==> src/rtl/mpg_pkg.sv <==
// Shared types and helpers for the multi-pulse gate driver.
//   state_e : burst sequencer states
//   clamp1  : maps a zero width to one cycle so every programmed phase lasts at least one clock
package mpg_pkg;

  typedef enum logic [1:0] {
    StIdle,
    StHigh,
    StLow
  } state_e;

  // Widest width value clamp1 accepts; callers cast in and out.
  localparam int unsigned ClampW = 64;

  function automatic logic [ClampW-1:0] clamp1(input logic [ClampW-1:0] x);
    return (x == '0) ? ClampW'(1) : x;
  endfunction

endpackage

==> src/rtl/pulse_edge_det.sv <==
// Registered rising-edge detector.
//   clk   : clock
//   rst_n : asynchronous active-low reset (clears the delayed copy)
//   d     : input, already synchronous to clk
//   rise  : high while d is 1 and was 0 on the previous clock
module pulse_edge_det (
  input  logic clk,
  input  logic rst_n,
  input  logic d,
  output logic rise
);

  logic d_q;

  always_ff @(posedge clk or negedge rst_n) begin
    if (!rst_n) begin
      d_q <= 1'b0;
    end else begin
      d_q <= d;
    end
  end

  assign rise = d & ~d_q;

endmodule

==> src/rtl/multi_pulse_gen.sv <==
// Multi-pulse gate driver for power-stage switching tests.
// A rising edge on tem emits a burst of n_pulses pulses on k1, each t_high cycles active
// separated by t_low idle cycles; widths and count are latched when the trigger is accepted.
//   clk, rst_n         : clock, asynchronous active-low reset
//   enable             : run permit; low aborts any burst and holds idle
//   tem                : burst trigger (rising edge)
//   n_pulses           : pulses per burst (0 = ignore trigger)
//   t_high, t_low      : active / gap widths in clocks (0 treated as 1)
//   k1                 : gate drive
//   k2                 : one-cycle strobe when k1 returns idle after the last pulse
//   busy               : burst in progress
//   done               : one-cycle strobe on normal burst completion
module multi_pulse_gen
  import mpg_pkg::*;
#(
  parameter int unsigned CNT_W     = 32,
  parameter int unsigned NP_W      = 4,
  parameter bit          K1_ACTIVE = 1'b1
) (
  input  logic             clk,
  input  logic             rst_n,
  input  logic             enable,
  input  logic             tem,
  input  logic [NP_W-1:0]  n_pulses,
  input  logic [CNT_W-1:0] t_high,
  input  logic [CNT_W-1:0] t_low,
  output logic             k1,
  output logic             k2,
  output logic             busy,
  output logic             done
);

  localparam logic K1Idle = ~K1_ACTIVE;

  logic             tem_rise;
  state_e           state_d, state_q;
  logic [CNT_W-1:0] cnt_d, cnt_q;
  logic [CNT_W-1:0] th_d, th_q;
  logic [CNT_W-1:0] tl_d, tl_q;
  logic [NP_W-1:0]  rem_d, rem_q;
  logic             k1_d, k1_q;
  logic             k2_d, k2_q;
  logic             busy_d, busy_q;
  logic             done_d, done_q;

  pulse_edge_det u_tem_edge (
    .clk  (clk),
    .rst_n(rst_n),
    .d    (tem),
    .rise (tem_rise)
  );

  always_comb begin
    state_d = state_q;
    cnt_d   = cnt_q;
    th_d    = th_q;
    tl_d    = tl_q;
    rem_d   = rem_q;
    k1_d    = k1_q;
    busy_d  = busy_q;
    k2_d    = 1'b0;
    done_d  = 1'b0;

    if (!enable) begin
      // Abort: drop to idle without any completion strobe.
      state_d = StIdle;
      cnt_d   = '0;
      k1_d    = K1Idle;
      busy_d  = 1'b0;
    end else begin
      case (state_q)
        StIdle: begin
          if (tem_rise && (n_pulses != '0)) begin
            state_d = StHigh;
            cnt_d   = '0;
            th_d    = CNT_W'(clamp1(ClampW'(t_high)));
            tl_d    = CNT_W'(clamp1(ClampW'(t_low)));
            rem_d   = n_pulses;
            k1_d    = K1_ACTIVE;
            busy_d  = 1'b1;
          end
        end
        StHigh: begin
          // Compare against width-1 so a full-scale width never needs the counter to wrap.
          if (cnt_q == th_q - CNT_W'(1)) begin
            cnt_d = '0;
            k1_d  = K1Idle;
            if (rem_q == NP_W'(1)) begin
              state_d = StIdle;
              busy_d  = 1'b0;
              k2_d    = 1'b1;
              done_d  = 1'b1;
            end else begin
              state_d = StLow;
            end
          end else begin
            cnt_d = cnt_q + CNT_W'(1);
          end
        end
        StLow: begin
          if (cnt_q == tl_q - CNT_W'(1)) begin
            cnt_d   = '0;
            state_d = StHigh;
            k1_d    = K1_ACTIVE;
            rem_d   = rem_q - NP_W'(1);
          end else begin
            cnt_d = cnt_q + CNT_W'(1);
          end
        end
        default: begin
          state_d = StIdle;
          k1_d    = K1Idle;
          busy_d  = 1'b0;
        end
      endcase
    end
  end

  always_ff @(posedge clk or negedge rst_n) begin
    if (!rst_n) begin
      state_q <= StIdle;
      cnt_q   <= '0;
      th_q    <= '0;
      tl_q    <= '0;
      rem_q   <= '0;
      k1_q    <= K1Idle;
      k2_q    <= 1'b0;
      busy_q  <= 1'b0;
      done_q  <= 1'b0;
    end else begin
      state_q <= state_d;
      cnt_q   <= cnt_d;
      th_q    <= th_d;
      tl_q    <= tl_d;
      rem_q   <= rem_d;
      k1_q    <= k1_d;
      k2_q    <= k2_d;
      busy_q  <= busy_d;
      done_q  <= done_d;
    end
  end

  assign k1   = k1_q;
  assign k2   = k2_q;
  assign busy = busy_q;
  assign done = done_q;

endmodule

==> config.mk <==
export PLATFORM = sky130hd
export DESIGN_NAME = multi_pulse_gen
export DESIGN_NICKNAME = d
export VERILOG_FILES = /design/src/rtl/mpg_pkg.sv /design/src/rtl/pulse_edge_det.sv /design/src/rtl/multi_pulse_gen.sv
export SDC_FILE = /design/constraint.sdc
export NUM_CORES = 1
export LEC_CHECK = 0
export CORE_UTILIZATION = 60
export DETAILED_ROUTE_END_ITERATION = 7
export PLACE_DENSITY_LB_ADDON = 0.05
export SLEW_MARGIN = 20
export SYNTH_ARGS = -nofsm -noshare
export SYNTH_HDL_FRONTEND = slang
export SYNTH_SLANG_ARGS = --single-unit
==> constraint.sdc <==
create_clock -name clk -period 8.4 [get_ports clk]
set_clock_uncertainty 0.2 [all_clocks]
set_input_delay 1.68 -clock clk [delete_from_list [all_inputs] [get_ports clk]]
set_output_delay 1.68 -clock clk [all_outputs]
set_load 0.01 [all_outputs]
# == Word-level counts from Yosys, hierarchy flattened ==
# Cells that the tools add are included.
# word_totals
output_inout_bits,4
word_cells,68
ff_bits,106
inputBits,72
# op_classes
n_eq_ne,13
mux,29
add_sub_neg,4
bitwise_logic,2
reduce_logical,11
# ops
operator,count
32-bit two-way mux,6
32-bit one-hot mux with 3 select lines,1
32-bit == test,2
32-bit logical NOT,2
32-bit by 1-bit subtractor with 32-bit output (second input constant),2
32-bit by 1-bit adder with 32-bit output (second input constant),1
3-bit inequality test (second input constant),4
1-bit two-way mux,11
2-bit two-way mux,5
4-bit two-way mux,2
4-bit one-hot mux with 2 select lines,1
4-bit AND reduction,2
2-bit inequality test (second input constant),3
1-bit one-hot mux with 3 select lines,2
2-bit one-hot mux with 3 select lines,1
3-bit AND reduction,2
4-bit by 1-bit == test with 1-bit output (second input constant),1
4-bit by 1-bit inequality test with 1-bit output (second input constant),1
4-bit nonzero test,1
4-bit by 1-bit subtractor with 4-bit output (second input constant),1
2-bit by 1-bit == test with 1-bit output (second input constant),1
2-bit == test (second input constant),1
2-bit logical NOT,1
2-bit AND reduction,1
other kinds (4),4

# == Logic depth before layout (Yosys ltp) ==
# Gate-level depths: netlist (run 1).
# logic_depth
word_depth,6
ltp_mapped,13
ltp_nobuf,11

# == Modules after synthesis ==
# From an unflattened synthesis (run 1), not the netlist that was laid out.
# hier_totals
hier_cells,783
area_unflattened_um2,7226.9
# modules_own_cells
module,area_per_inst_um2,cells_per_inst,instances,seq_area_each_um2
multi_pulse_gen,7188.1,781,1,2602.5
pulse_edge_det,38.8,2,1,25.0

# == Worst setup path before layout (run 1) ==
# Ideal clock, no wire load.
# synth_path
path_kind,input-to-reg
from,input n_pulses[2]
to,register cnt_q[31]
path_stages,8
path_buffers,2
slack_ns,4.642
arrival_time_ns,3.471
required_ns,8.113
setup_time_ns,0.087
cell_sequence,or4_1 -> nand3b_1 -> nor2b_1 -> or2_2 -> clkbuf_1 -> clkbuf_1 -> nand2_1 -> o211ai_1
# synth_via
elab_chain_cells,4
# synth_lines
element,line,rtl
"start, declared",multi_pulse_gen.sv:24,"input logic [NP_W-1:0] n_pulses,"
4-bit nonzero test,multi_pulse_gen.sv:73,if (tem_rise && (n_pulses != '0)) begin
1-bit logical AND,multi_pulse_gen.sv:73,
3-bit inequality test (no line),--,
2-bit AND reduction (no line),--,
"end signal, assigned",multi_pulse_gen.sv:132,cnt_q <= cnt_d;
"end, declared",multi_pulse_gen.sv:37,"logic [CNT_W-1:0] cnt_d, cnt_q;"
# Every way passes these cells.
# A chain may end at the register's enable or synchronous reset.

# == Worst setup path after layout (run 1) ==
# layout_path
from,register th_q[0]
to,register cnt_q[5]
# layout_via
elab_chain_cells,5
# layout_lines
element,line,rtl
"start, declared",multi_pulse_gen.sv:38,"logic [CNT_W-1:0] th_d, th_q;"
"start signal, assigned",multi_pulse_gen.sv:133,th_q <= th_d;
32-bit by 1-bit subtractor with 32-bit output,multi_pulse_gen.sv:85,if (cnt_q == th_q - CNT_W'(1)) begin
32-bit == test,multi_pulse_gen.sv:85,
32-bit two-way mux,multi_pulse_gen.sv:85,
32-bit one-hot mux with 3 select lines,multi_pulse_gen.sv:71,case (state_q)
32-bit two-way mux,multi_pulse_gen.sv:64,if (!enable) begin
# Every way passes these cells.

==> results of run 1 <==
[per-layer routing]
metal / track usage [%] / up-vias / part of all wire [%]
met5: 0 / - / 0
met3: 6.587 / 36 / 7.9
met1: 48.25 / 3290 / 43
met2: 55.28 / 302 / 47
met4: 9.867 / 0 / 1.9
li1: - / 3077 / -
[area by class of cell]
| type | count | area, um^2 |
|---|---|---|
| clock buffer | 11 | 232.7 |
| clock inverter | 5 | 38.79 |
| fill | 889 | 3303 |
| inverter | 21 | 78.83 |
| multi-input combinational | 618 | 4382 |
| sequential | 105 | 2628 |
| tap | 143 | 178.9 |
| timing repair buffer | 82 | 820.8 |
[sequential cells by signal (all words and copies together) (netlist names)]
signal,count
busy,1
cnt_q,32
done,1
rem_q,4
state_q,2
th_q,32
tl_q,32
u_tem_edge.d_q,1
[per-stage QoR]
step	power, uW	area, um^2	util (%)	cells
finish	2530	8359	71.68	985
global route	2680	8359	71.68	985
CTS	2501	8357	71.66	985
detailed placement	2092	8085	69.33	969
global placement	2014	8058	69.09	968
floorplan	1751	7305	-	806
[placed cells by master (no fill, tap or decap), types with 10 or more instances in the layout]
cell type,Yosys,routed
dfrtp_1,105,105
nor3_1,25,25
or3_1,10,10
nor4_1,37,37
or4_1,11,11
nand4_1,27,27
clkdlybuf4s50_1,0,74
o21ai_0,29,29
a31oi_1,38,38
inv_1,20,20
nand3_1,36,36
and3_1,13,13
xor2_1,41,41
nor2_1,43,41
o211ai_1,12,12
mux2_2,60,60
nand2_1,52,52
a21oi_1,13,13
xnor2_1,45,45
nand3b_1,13,13
[power breakdown]
part / internal, uW / switching, uW / total [uW]
clock: 204 / 199 / 403
combinational: 519 / 633 / 1150
sequential: 679 / 296 / 975
total: 1400 / 1130 / 2530
[synthesized netlist by cell type (all sizes together) (6+ instances only)]
cell / count
a21oi: 13
dfrtp: 105
xnor2: 45
nand4: 27
nor4: 41
o21ai: 32
o211ai: 13
and3: 13
nor3: 25
inv: 20
nand2: 53
a31oi: 38
clkbuf: 51
or4: 13
or3: 10
nand3: 36
mux2: 60
buf: 11
nand3b: 13
xor2: 41
and4: 6
ha: 9
nor2: 44
mux2i: 9
[logic make-up (layout without fill, tap and decap cells)]
kind of cell	count (synthesis)	in the layout	share of synthesized area, %
AND/OR/NAND/NOR	310	310	24.07
adder cells (fa/ha/maj)	9	9	1.542
AO/OA/AOI/OAI	144	144	13.22
multiplexers	69	69	10.48
XOR/XNOR	86	86	10.31
buffers and inverters	83	119	4.402
flip-flops	105	105	35.97
[how the worst max path moves through the flow]
stage	from	to	slack (ns)	cells after the start
floorplan	n_pulses[2]	cnt_q[31]	4.64	8
global route	th_q[0]	cnt_q[5]	3.35	12
detailed placement	th_q[0]	cnt_q[22]	3.81	12
finish	th_q[0]	cnt_q[5]	3.56	12
CTS	th_q[0]	cnt_q[5]	3.67	12
global placement	th_q[14]	cnt_q[18]	4.01	9
==> impl_metrics.ini, run 1 <==
[critical_path]
cp_cell_sequence = inv_1 > ha_1 > nor3b_1 > nand4_1 > a311oi_1 > o22ai_1 > a211o_1 > nor4_1 > o22ai_4 > buf_16 > a31oi_1 > a31oi_1
slowest_delay_ns = 0.78
crit_arrival_ns = 4.83
cp.buffers_inverters = 2
slowest_stage = nor4_1
crit_path_frequent_cell = a31oi_1
cp_top_family = simple AND/OR/NAND/NOR gates
cp-end-kind = flip-flop
r2r_cells = 12
critical_path_required_ns = 8.40
critPathMaxFanout = 29
rr_startpoint = th_q[0]
r2r_end = cnt_q[5]
r2r_slack_ns = 3.56
startpoint_type = flip-flop
worst-setup-path-type = flip-flop to flip-flop

[floorplanning]
row_count = 39
core-area_mm2 = 0.01166
fp.dieH_um = 112.3
die_area_mm2 = 0.01262
start_util_pct = 62.63
boundaryPins = 76
die_w_um = 112.3

[sta]
timing.hold.ws_ns = 0.3438
setup_viol = 0
worst_slew_pin_slew_ns = 1.042
maxSlewHeadroom_pct = 29.90
setup_tns_ns = 0
finalHoldViolCount = 0
max_freq_mhz = 206.8
timing.final.ws_setup_ns = 3.565
rsz0062_at_grt = false
slew_viol_final = 0
period_share_pct = 57.56
post-route-min-period_ns = 4.835

[yosys]
synth_seq_cells = 105
syn_area_per_cell_um2 = 9.063
yosysUniqueCellTypes = 65
syn-cell-area_mm2 = 0.007305
synth_area_leaders = dfrtp_1 36%, mux2_2 9.2%, xnor2_1 5.4%
synthCells = 806
synth-edff-count = 0
dominantRegCellSynth = dfrtp_1
ys_seq_area_share_pct = 35.97
synth_warnings = 0
synthArstFlopShare_pct = 100.0
yosysTopAreaCell = dfrtp_1
yosysTopAreaCellShare_pct = 35.97
synth_nets = 887

[grt]
grtUsageTotal_pct = 34.64
grt_overflow = 0
grt_pass1_wl_um = 33720
grt_pass1_vias = 6394
grt_max_degree = 71
antenna_found_initial = 0

[clock_network]
cts-root-buf = clkbuf_16
cts-buffers-inserted = 9
clockBufferDepth = 2
holdBufCountCts = 0
post_cts_resize_count = 0
clock_latency_ns = 0.37
htreeDepth = 3
cts_sinks = 105
cts_tree = yes
clk_pin_slew_ns = 0.07
post_cts_buffers = 0

[routing]
wl_per_cell_um = 21.36
drtIter0Drc = 800
drc_errors = 0
num_vias = 6705
ant_nets = 0
first_pass_iters = 5
routed_wl_um = 21040
viasPerCell = 6.807

[pwr]
irDropWorstVdd_mv = 0.2267
p_per_area_mw_per_mm2 = 302.6
power_leakage_uw = 0.003188

[placement]
pre_cts_ws_ns = 3.809
io_buffers = 75
dp_hpwl_um = 15550
gp_congestion = 0.9840

[min_path]
hp-class = flip-flop to flip-flop
hp-start = th_q[31]
hold_path_end = th_q[31]
hold_depth = 1

[cells_and_area]
finalNetCount = 918
layout-drive-gt1-share_pct = 12.00
area_growth_pct = 14.44
diodes = 0

[job]
drv_cap = 0

[outcome]
status = finished, final reports clean
(Power assumes the default switching activity.)
==> inputs of run 2 (changes only) <==
--- a/config.mk
+++ b/config.mk
@@ -5,7 +5,7 @@
 export SDC_FILE = /design/constraint.sdc
 export NUM_CORES = 1
 export LEC_CHECK = 0
-export CORE_UTILIZATION = 60
+export CORE_UTILIZATION = 52
 export DETAILED_ROUTE_END_ITERATION = 7
 export PLACE_DENSITY_LB_ADDON = 0.05
 export SLEW_MARGIN = 20
==> constraint.sdc (replaced) <==
create_clock -name clk -period 3.9 [get_ports clk]
set_clock_uncertainty 0.2 [all_clocks]
set_input_delay 0.78 -clock clk [delete_from_list [all_inputs] [get_ports clk]]
set_output_delay 0.78 -clock clk [all_outputs]
set_load 0.01 [all_outputs]
==> run 2 against run 1 <==
Die area is 15% higher. Via count grew 0.88%. Count of clock-buffer cells in the layout is 1 higher. Combinational power grew 140%. Highest routed layer unchanged. Global-route usage shrank 3.1 points. Sequential power rose by 110%. Maximum frequency grew 29%. Utilization decreased by 7.0 points. Total power increased by 130%. Final cell count up 6.2%.
==> impl_metrics.ini, run 2 (synthesis gave the netlist of run 1 again) <==
[pwr]
combinationalPowerShare_pct = 48.0
p_per_area_mw_per_mm2 = 659.5
irDropWorstVdd_mv = 0.4129
power.switching_uw = 2491
power_frac_seq_pct = 35.5
power_leakage_uw = 0.003371
netSwitchingFraction_pct = 43.39
power_uw = 5741
clockPowerShare_pct = 16.5
cell_internal_pwr_uw = 3250

[routing]
viasPerCell = 6.467
ant_nets = 0
wl_per_cell_um = 21.33
drc_errors = 0
routed_wl_um = 22310
drtIter0Drc = 590
first_pass_iters = 5
num_vias = 6764

[cells_and_area]
fillCellCount = 1129
area_growth_pct = 19.18
final_core_util_pct = 64.71
diodes = 0
final_cells = 1046
layout-drive-gt1-share_pct = 15.52
mostFrequentLayoutCell = dfrtp_1
finalNetCount = 948
top_regs = cnt_q x32, th_q x32, tl_q x32
final_cell_mix = 105 x dfrtp_1, 74 x clkdlybuf4s50_1, 60 x mux2_2

[sta]
setup_viol = 0
finalHoldViolCount = 0
timing.hold.ws_ns = 0.2071
rsz0062_at_grt = false
slew_viol_final = 0
post-route-min-period_ns = 3.756
max_freq_mhz = 266.3
worst_slew_pin_slew_ns = 0.8321
period_share_pct = 96.30
maxSlewHeadroom_pct = 44.53

[critical_path]
startpoint_type = flip-flop
cp-end-kind = flip-flop
crit_path_end = cnt_q[25]
rr_startpoint = th_q[21]
crit_arrival_ns = 3.75
critical_path_required_ns = 3.90
cp_cell_sequence = or4_1 > or4_1 > a2111oi_1 > a21boi_0 > a211o_1 > nor4_2 > buf_4 > o22ai_4 > buf_12 > a31oi_1 > a31oi_1
r2r_cells = 11
cp-startpoint = th_q[21]
critPathMaxFanout = 23
slowest_stage = or4_1
slowest_delay_ns = 0.56
r2r_slack_ns = 0.14
worst-setup-path-type = flip-flop to flip-flop
r2r_end = cnt_q[25]

[placement]
placedCellCount = 1032
gp_congestion = 0.9592
dp_hpwl_um = 16760
io_buffers = 75

[grt]
grt_max_degree = 71
grt_overflow = 0
grtUsageTotal_pct = 31.55
grt_pass1_vias = 6382
grt_pass1_wl_um = 34490
antenna_found_initial = 0

[job]
drv_cap = 0

[clock_network]
post_cts_buffers = 0
holdBufCountCts = 0
cts_sinks = 105
clk_pin_slew_ns = 0.07
cts-buffers-inserted = 9
cts-root-buf = clkbuf_16
clockBufferDepth = 2
htreeDepth = 3
clock_latency_ns = 0.36
cts_tree = yes

[floorplanning]
start_util_pct = 54.30
core-area_mm2 = 0.01345
die_w_um = 120.5
boundaryPins = 76
die_area_mm2 = 0.01453
row_count = 42
fp.dieH_um = 120.5

[outcome]
status = finished, final reports clean

[min_path]
hp-class = input port to async pin
## run 2: cell types whose count changed in the layout (fill, tap and decap cells not counted), sizes merged
| cell | change |
|---|---|
| buf | +30 |
| bufinv | +1 |
| clkbuf | +1 |
| clkinv | -1 |
| clkinvlp | -1 |
| inv | -2 |
## run 2: routing by layer
metal  vias up  wire length, um  GRT usage, %
met5         -                0             0
met4         0              443         10.34
met3        29             1768         6.321
met2       298            10340         49.71
met1      3307             9750         43.38
li1       3130                -             -
## run 2: how the worst min path moves through the flow
stage                         from        to  slack (ns)  cells past startpoint
after CTS                    rst_n  rem_q[3]        0.23                      1
after detailed placement  rem_q[1]  rem_q[1]        0.32                      2
after global placement    rem_q[1]  rem_q[1]        0.29                      2
final                        rst_n  rem_q[3]        0.21                      1
after floorplan           rem_q[1]  rem_q[1]        0.26                      2
after global routing         rst_n  rem_q[3]        0.25                      1
## run 2: repair_timing
action | in CTS | in global routing
setup endpoints to repair | 5 | 32
resized for setup | 2 | 4
pin swaps | 0 | 0
## run 2: final cells by class
cell class / instances / area, um^2 / area share (%)
clock inverter: 2 / 38.79 / 0.4455
sequential: 105 / 2628 / 30.18
tap: 176 / 220.2 / 2.529
clock buffer: 12 / 256.5 / 2.946
inverter: 21 / 78.83 / 0.9054
timing repair buffer: 112 / 1076 / 12.36
multi-input combinational: 618 / 4408 / 50.63
## run 2: power by group through the flow
stage / Clock (uW) / Combinational, uW / Sequential [uW]
after floorplan: 0 / 1950 / 1820
after global placement: 0 / 2580 / 2010
after detailed placement: 0 / 2680 / 2020
after CTS: 958 / 2700 / 2010
after global routing: 997 / 2970 / 2080
final: 950 / 2760 / 2040
## run 2: worst max-delay path: cells and delay by family, from the launching register on
| family | cells | cell delay [ns] |
|---|---|---|
| AOI/OAI and AO/OA | 6 | 1.18 |
| buffers and inverters | 2 | 0.41 |
| DFF | 1 | 0.48 |
| and+or+nand+nor | 3 | 1.32 |
## run 2: through the flow
step / setup WS, ns / cell area (um^2) / setup TNS (ns)
after detailed placement: -0.02442 / 8384 / -0.04584
after floorplan: 0.3321 / 7305 / 0
after CTS: 0.1102 / 8691 / 0
after global routing: 0.003240 / 8706 / 0
final: 0.1443 / 8706 / 0
after global placement: 0.07714 / 8382 / 0
